$ cat src/rtl/unpool_stream_if.sv
// rtl/unpool_stream_if.sv - pooled-input / upsampled-output stream handshake bundle
interface unpool_stream_if #(
  parameter int DW = 8
);
  logic          in_valid;
  logic          in_ready;
  logic [DW-1:0] in_data;
  logic          out_valid;
  logic          out_ready;
  logic [DW-1:0] out_data;
  logic          out_last;

  modport master (
    output in_valid, in_data, out_ready,
    input  in_ready, out_valid, out_data, out_last
  );

  modport slave (
    input  in_valid, in_data, out_ready,
    output in_ready, out_valid, out_data, out_last
  );
endinterface

$ cat src/rtl/unpool_stream.sv
// rtl/unpool_stream.sv - 2x nearest-neighbour upsampler buffering one pooled frame
module unpool_stream #(
  parameter int DW = 8,
  parameter int PC = 3,
  parameter int PH = 3
) (
  input  logic            clk,
  input  logic            rst_n,
  unpool_stream_if.slave  s,
  output logic            busy
);

  localparam int N  = PC * PH * PH;
  localparam int W  = 2 * PH;
  localparam int AW = (N > 1) ? $clog2(N) : 1;
  localparam int CW = (PC > 1) ? $clog2(PC) : 1;
  localparam int XW = (W > 1) ? $clog2(W) : 1;

  typedef enum logic {LOAD, EMIT} state_t;

  state_t        state_q, state_d;
  logic [AW-1:0] wr_cnt_q, wr_cnt_d;
  logic [CW-1:0] ch_q, ch_d;
  logic [XW-1:0] y_q, y_d;
  logic [XW-1:0] x_q, x_d;

  logic [DW-1:0] buf_q [N];

  logic          emit;
  logic          in_hs;
  logic          out_hs;
  logic          last;
  logic [AW-1:0] rd_idx;

  assign emit   = (state_q == EMIT);
  assign in_hs  = !emit && s.in_valid;
  assign out_hs = emit && s.out_ready;
  assign last   = emit && (ch_q == CW'(PC - 1)) && (y_q == XW'(W - 1)) && (x_q == XW'(W - 1));

  // Each pooled element covers a 2x2 output block, so drop the LSB of y and x.
  assign rd_idx = (AW'(ch_q) * AW'(PH) + AW'(y_q >> 1)) * AW'(PH) + AW'(x_q >> 1);

  assign s.in_ready  = !emit;
  assign s.out_valid = emit;
  assign s.out_last  = last;
  assign s.out_data  = emit ? buf_q[rd_idx] : '0;
  assign busy        = emit;

  always_comb begin
    state_d  = state_q;
    wr_cnt_d = wr_cnt_q;
    ch_d     = ch_q;
    y_d      = y_q;
    x_d      = x_q;
    case (state_q)
      LOAD: begin
        if (in_hs) begin
          if (wr_cnt_q == AW'(N - 1)) begin
            wr_cnt_d = '0;
            ch_d     = '0;
            y_d      = '0;
            x_d      = '0;
            state_d  = EMIT;
          end else begin
            wr_cnt_d = wr_cnt_q + 1'b1;
          end
        end
      end
      EMIT: begin
        if (out_hs) begin
          if (x_q == XW'(W - 1)) begin
            x_d = '0;
            if (y_q == XW'(W - 1)) begin
              y_d = '0;
              if (ch_q == CW'(PC - 1)) begin
                ch_d    = '0;
                state_d = LOAD;
              end else begin
                ch_d = ch_q + 1'b1;
              end
            end else begin
              y_d = y_q + 1'b1;
            end
          end else begin
            x_d = x_q + 1'b1;
          end
        end
      end
      default: state_d = LOAD;
    endcase
  end

  always_ff @(posedge clk or negedge rst_n) begin
    if (!rst_n) begin
      state_q  <= LOAD;
      wr_cnt_q <= '0;
      ch_q     <= '0;
      y_q      <= '0;
      x_q      <= '0;
    end else begin
      state_q  <= state_d;
      wr_cnt_q <= wr_cnt_d;
      ch_q     <= ch_d;
      y_q      <= y_d;
      x_q      <= x_d;
    end
  end

  // Frame storage is never read outside EMIT, so it carries no reset.
  always_ff @(posedge clk) begin
    if (in_hs) begin
      buf_q[wr_cnt_q] <= s.in_data;
    end
  end

endmodule

$ cat src/flat_wrapper.sv
// flat-port wrapper written by rule: the top's interface ports become plain ports
module unpool_stream_flat 
#(
  parameter int DW = 8,
  parameter int PC = 3,
  parameter int PH = 3
)
  (clk, rst_n, busy, s_in_valid, s_in_data, s_out_ready, s_in_ready, s_out_valid, s_out_data, s_out_last);
  unpool_stream_if #(.DW(DW)) s_i ();
  input  logic clk;
  input  logic rst_n;
  output logic busy;
  input wire logic [$bits(s_i.in_valid)-1:0] s_in_valid;
  input wire logic [$bits(s_i.in_data)-1:0] s_in_data;
  input wire logic [$bits(s_i.out_ready)-1:0] s_out_ready;
  output wire logic [$bits(s_i.in_ready)-1:0] s_in_ready;
  output wire logic [$bits(s_i.out_valid)-1:0] s_out_valid;
  output wire logic [$bits(s_i.out_data)-1:0] s_out_data;
  output wire logic [$bits(s_i.out_last)-1:0] s_out_last;
  assign s_i.in_valid = s_in_valid;
  assign s_i.in_data = s_in_data;
  assign s_i.out_ready = s_out_ready;
  assign s_in_ready = s_i.in_ready;
  assign s_out_valid = s_i.out_valid;
  assign s_out_data = s_i.out_data;
  assign s_out_last = s_i.out_last;
  unpool_stream #(.DW(DW), .PC(PC), .PH(PH)) u_core (.clk(clk), .rst_n(rst_n), .s(s_i), .busy(busy));
endmodule
$ cat config.mk
export PLATFORM = sky130hd
export DESIGN_NAME = unpool_stream_flat
export DESIGN_NICKNAME = d
export VERILOG_FILES = /design/src/rtl/unpool_stream_if.sv /design/src/rtl/unpool_stream.sv /design/src/flat_wrapper.sv
export SDC_FILE = /design/constraint.sdc
export NUM_CORES = 1
export LEC_CHECK = 0
export CELL_PAD_IN_SITES_DETAIL_PLACEMENT = 1
export CELL_PAD_IN_SITES_GLOBAL_PLACEMENT = 1
export CORE_MARGIN = 2
export CORE_UTILIZATION = 54
export CTS_CLUSTER_DIAMETER = 60
export DETAILED_ROUTE_END_ITERATION = 6
export GPL_ROUTABILITY_DRIVEN = 1
export GPL_TIMING_DRIVEN = 0
export PLACE_DENSITY = 0.84
export SLEW_MARGIN = 15
export SYNTH_ARGS = -nofsm -noshare
export SYNTH_HDL_FRONTEND = slang
export SYNTH_SLANG_ARGS = --single-unit
$ cat constraint.sdc
create_clock -name clk -period 5.4 [get_ports clk]
set_input_delay 1.08 -clock clk [delete_from_list [all_inputs] [get_ports clk]]
set_output_delay 1.08 -clock clk [all_outputs]
set_load 0.01 [all_outputs]
======== Word-level counts from Yosys, hierarchy flattened ========
Memory sizes are Yosys's and may differ from the RTL's.
Cells that the tools add are included.
W data, S select, Z words.
word-level totals
  register bits ........................... 14
  logic and storage cells ................. 61
  output and inout bits ................... 12
  memory bits (writable) .................. 216
  memories ................................ 1
operators by class
  add/sub/neg operators ................... 6
  reduce and logical (&&, ||, !) cells .... 10
  muxes and demuxes ....................... 27
  $mul .................................... 2
  bitwise operators ....................... 1
  eq/ne operators ......................... 9
memory list
  name          words  width  read ports  clocked after Yosys merged registers in  write ports  line                 text
  u_core.buf_q  27     8      1           0                                        1            unpool_stream.sv:27  logic [DW-1:0] buf_q [N];
operator list
  cell                   count
  $mux W3                7
  $mux W2                6
  $pmux W3 S2            2
  $mux W1                8
  $mux W8                1
  $add A3 B1 Y3 const B  2
  $eq A3 B3 Y1 const B   2
  $ne A2 B2 Y1 const B   3
  $add A4 B2 Y5          1
  $add A5 B1 Y5 const B  1
  $add A5 B2 Y5          1
  $eq A5 B5 Y1 const B   1
  $logic_and A1 B1 Y1    5
  $mul A5 B2 Y5 const B  1
  $mux W5                1
  $reduce_and A5 Y1      1
  $mul A2 B2 Y4 const B  1
  $ne A2 B1 Y1 const B   2
  $pmux W2 S2            1
  $reduce_and A4 Y1      1
  $reduce_and A3 Y1      1
  $add A2 B1 Y2 const B  1
  $eq A2 B2 Y1 const B   1
  $pmux W1 S2            1
  3 further kinds        3

======== Logic depth before layout (Yosys ltp) ========
  depth in word-level cells ............... 6
  gate-level depth with buffers ........... 13
  gate-level depth less buffers ........... 11

======== Worst setup path before layout ========
No wires, ideal clock.
  path type ............................... register -> output
  start ................................... reg u_core.y_q[2]
  end ..................................... out s_out_data[6]
  arrival ................................. 3782 ps
  path slack .............................. 538 ps
  buffers on the path ..................... 2
  stages on the path, launching flop included .. 13
  cell sequence ........................... dfrtp_1 > fa_1 > ha_1 > inv_1 > fa_1 > inv_1 > ha_1 > fa_1 > buf_2 > clkbuf_1 > mux4_2 > o21ai_1 > o211ai_1
between the ends
  word-level cells in the longest chain between the ends .. 5
RTL lines
  item                    line                  text
  from (decl)             unpool_stream.sv:24   logic [XW-1:0] y_q, y_d;
  from (signal assigned)  unpool_stream.sv:104  y_q <= y_d;
  $add A4 B2 Y5           unpool_stream.sv:41   assign rd_idx = (AW'(ch_q) * AW'(PH) + AW'(y_q >> 1)) * AW'(PH) + AW'(x_q >> 1);
  $mul A5 B2 Y5           unpool_stream.sv:41
  $add A5 B2 Y5           unpool_stream.sv:41
  $mem_v2 Z27 W8          --
  $mux W8                 unpool_stream.sv:46   assign s.out_data = emit ? buf_q[rd_idx] : '0;
  to (decl)               flat_wrapper.sv:18    output wire logic [$bits(s_i.out_data)-1:0] s_out_data;
Every way passes these cells.

======== Worst setup path after layout ========
  start ................................... reg u_core.ch_q[0]
  end ..................................... out s_out_data[0]
between the ends
  word-level cells in the longest chain between the ends .. 6
RTL lines
  item                    line                  text
  from (decl)             unpool_stream.sv:23   logic [CW-1:0] ch_q, ch_d;
  from (signal assigned)  unpool_stream.sv:103  ch_q <= ch_d;
  $mul A2 B2 Y4           unpool_stream.sv:41
  $add A4 B2 Y5           unpool_stream.sv:41
  $mul A5 B2 Y5           unpool_stream.sv:41
  $add A5 B2 Y5           unpool_stream.sv:41
  $mem_v2 Z27 W8          --
  $mux W8                 unpool_stream.sv:46
Every way passes these cells.

==> impl_metrics.json <==
{
  "port-buffer-count": 23,
  "cp.required_ns": 4.32,
  "rsz0062_at_grt": "true",
  "async_flop_share_pct": 6.09,
  "synthTopCellsByCount": "216 x edfxtp_1, 41 x mux2_2, 40 x mux4_2, 35 x nor2_1, 24 x o211ai_1",
  "ys_seq_area_share_pct": 70.4,
  "rr_startpoint": "u_core.busy",
  "die_x_um": 138,
  "hold_end": "u_core.x_q[2]",
  "setup.worst_path.class": "flop to output port",
  "synth_area_leaders": "edfxtp_1 67%, mux4_2 9.3%, mux2_2 4.8%",
  "tightestPinTransition_ns": 1.17,
  "yosysWarningCount": 0,
  "cts.htree.levels": 1,
  "cts_tree": "yes",
  "min_path_type": "flop to flop",
  "clock.fmax_mhz": 184,
  "cts_max_path_buffers": 3,
  "finalMaxSlewViolations": 0,
  "r2r_setup_slack_ns": 2.90,
  "grt_usage_pct": 26.8,
  "dieHeight_um": 138,
  "hp-start": "u_core.x_q[2]",
  "end_kind": "output port",
  "gp_congestion": 0.811,
  "hold_path_depth": 1,
  "finalNetCount": 624,
  "max_slew_margin_pct": 21.8,
  "clock_latency_ns": 0.53,
  "diodes": 0,
  "placed_cells": 783,
  "area_growth_pct": 16.7,
  "status": "finished with violations",
  "setup-tns-final_ns": -0.0218,
  "start_kind": "flop",
  "dp_slack_ns": -0.457,
  "dr.pass1.iters": 6,
  "cts_sinks": 230,
  "cts_made_buffers": 23,
  "syn-cell-area_um2": 9710,
  "max_cap_violations": 0,
  "clkTransAtPathRegs_ns": 0.06,
  "syn_avg_cell_area_um2": 18.3,
  "drive_gt1_share_pct": 31.4,
  "start_util_pct": 54.6,
  "ys_ff_latch": 230,
  "yosysTopAreaCell": "edfxtp_1",
  "drt_iter0_markers": 610,
  "ios": 24,
  "first_global_vias": 5774,
  "viasPerCell": 6.47,
  "crit_path_max_incr_delay_ns": 0.49,
  "grt_pass1_wl_mm": 37.7,
  "route.vias.total": 5420,
  "syn_nets": 562,
  "grt_max_degree": 28,
  "antenna_found_initial": 0,
  "ys_types": 41,
  "routed_wl_mm": 25.3,
  "fin_crit_sh_pct": 100,
  "skew_ns": 0.0171,
  "crit_slowest_cell": "fa_1",
  "path_cells": "fa_1 -> ha_2 -> inv_2 -> fa_1 -> inv_1 -> ha_2 -> fa_2 -> xor2_4 -> buf_6 -> buf_12 -> mux2_2 -> o211ai_1 -> o211ai_1 -> buf_2",
  "die_area_um2": 19100,
  "cts_root_buffer": "clkbuf_16",
  "num_rows": 49,
  "synth.most_common_cell": "edfxtp_1",
  "reg2reg_depth": 5,
  "r2r-end": "u_core.buf_q[8][3]",
  "period_needed_ns": 5.42,
  "core_um2": 17800,
  "layoutNonFillerInstCount": 838,
  "synth_top_area_share_pct": 66.8,
  "ant_nets": 0,
  "synth_top_flop_cell": "edfxtp_1",
  "setup_ws_ns": -0.0218,
  "failed_checks": "setup timing",
  "crit_arrival_ns": 4.34,
  "setup-violations-final": 1,
  "place.detailed.hpwl_mm": 15.1,
  "hold_viol": 0,
  "syn_inst": 531,
  "grt-ovfl-total": 0,
  "synth_edf_count": 216,
  "cts_hold_buf": 0,
  "path_max_fanout": 6,
  "drcViolationCount": 0,
  "post_drt_wl_per_cell_um": 30.2
}
layer usage:
metal / track usage (%) / routed length [um]
met1: 37.0 / 10200
met2: 44.1 / 12700
met3: 4.12 / 1530
met4: 9.77 / 749
met5: 0 / 0
final cells by class:
class / count / area [um^2]
inverter: 14 / 52.6
multi-input combinational: 258 / 2750
tap: 229 / 287
fill: 1532 / 6450
clock buffer: 25 / 583
timing repair buffer: 40 / 327
clock inverter: 16 / 259
sequential: 230 / 6840
buffer: 26 / 236
sequential cells by signal, summed over array words and instances, names as in the netlist:
signal and flops:
u_core.buf_q 216, u_core.y_q 3, u_core.busy 1, u_core.x_q 3, u_core.ch_q 2, u_core.wr_cnt_q 5
placed cells by master, fill, tap and decap left out, drive strengths merged, types with 11 or more instances in the layout:
cell	n
buf	45
clkbuf	35
clkdlybuf4s50	11
dfrtp	14
edfxtp	216
ha	15
inv	14
mux2	49
mux4	40
nand2	16
nor2	35
o211ai	24
o21ai	14
timing repair:
action                     in CTS  in global routing
cloned                          0                  0
setup endpoints to repair       8                  8
resized for setup              66                 15
setup buffers                  12                  5
pin swaps                      15                  8
stage by stage:
| stage | cell area, um^2 | utilization, % | hold WS [ns] |
|---|---|---|---|
| after floorplan | 9710 | - | 0.474 |
| final | 11300 | 63.7 | 0.519 |
| after detailed placement | 10200 | 57.5 | 0.508 |
| after global routing | 11300 | 63.7 | 0.551 |
| after CTS | 11300 | 63.4 | 0.520 |
| after global placement | 10200 | 57.5 | 0.493 |
cell families after synthesis:
kind of cell	Yosys count	share of synthesized area (%)
mux	97	15.8
compound gates	59	4.25
xor+xnor	6	0.541
fa+ha+maj	19	2.76
simple gates	77	3.80
buf+inv	43	2.42
flops	230	70.4
worst max-delay path by stage:
stage	startpoint	endpoint	slack [ns]
after floorplan	u_core.y_q[2]	s_out_data[6]	0.54
final	u_core.ch_q[0]	s_out_data[0]	-0.02
after global placement	u_core.y_q[2]	s_out_data[6]	-0.35
after global routing	u_core.ch_q[0]	s_out_data[0]	-0.11
after CTS	u_core.ch_q[0]	s_out_data[6]	-0.007
after detailed placement	u_core.y_q[2]	s_out_data[6]	-0.46
critical path: cells and delay by family, from the launching register on:
family                     cells  cell delay [ns]
AOI/OAI and AO/OA              2             0.36
xor gates and xnor gates       1             0.28
adders and majority gates      5             1.87
buffers and inverters          5             0.56
DFF                            1             0.40
muxes                          1             0.36
Power is not shown: default switching activity piles up to over one toggle a cycle in this logic, so the estimate is an artifact.
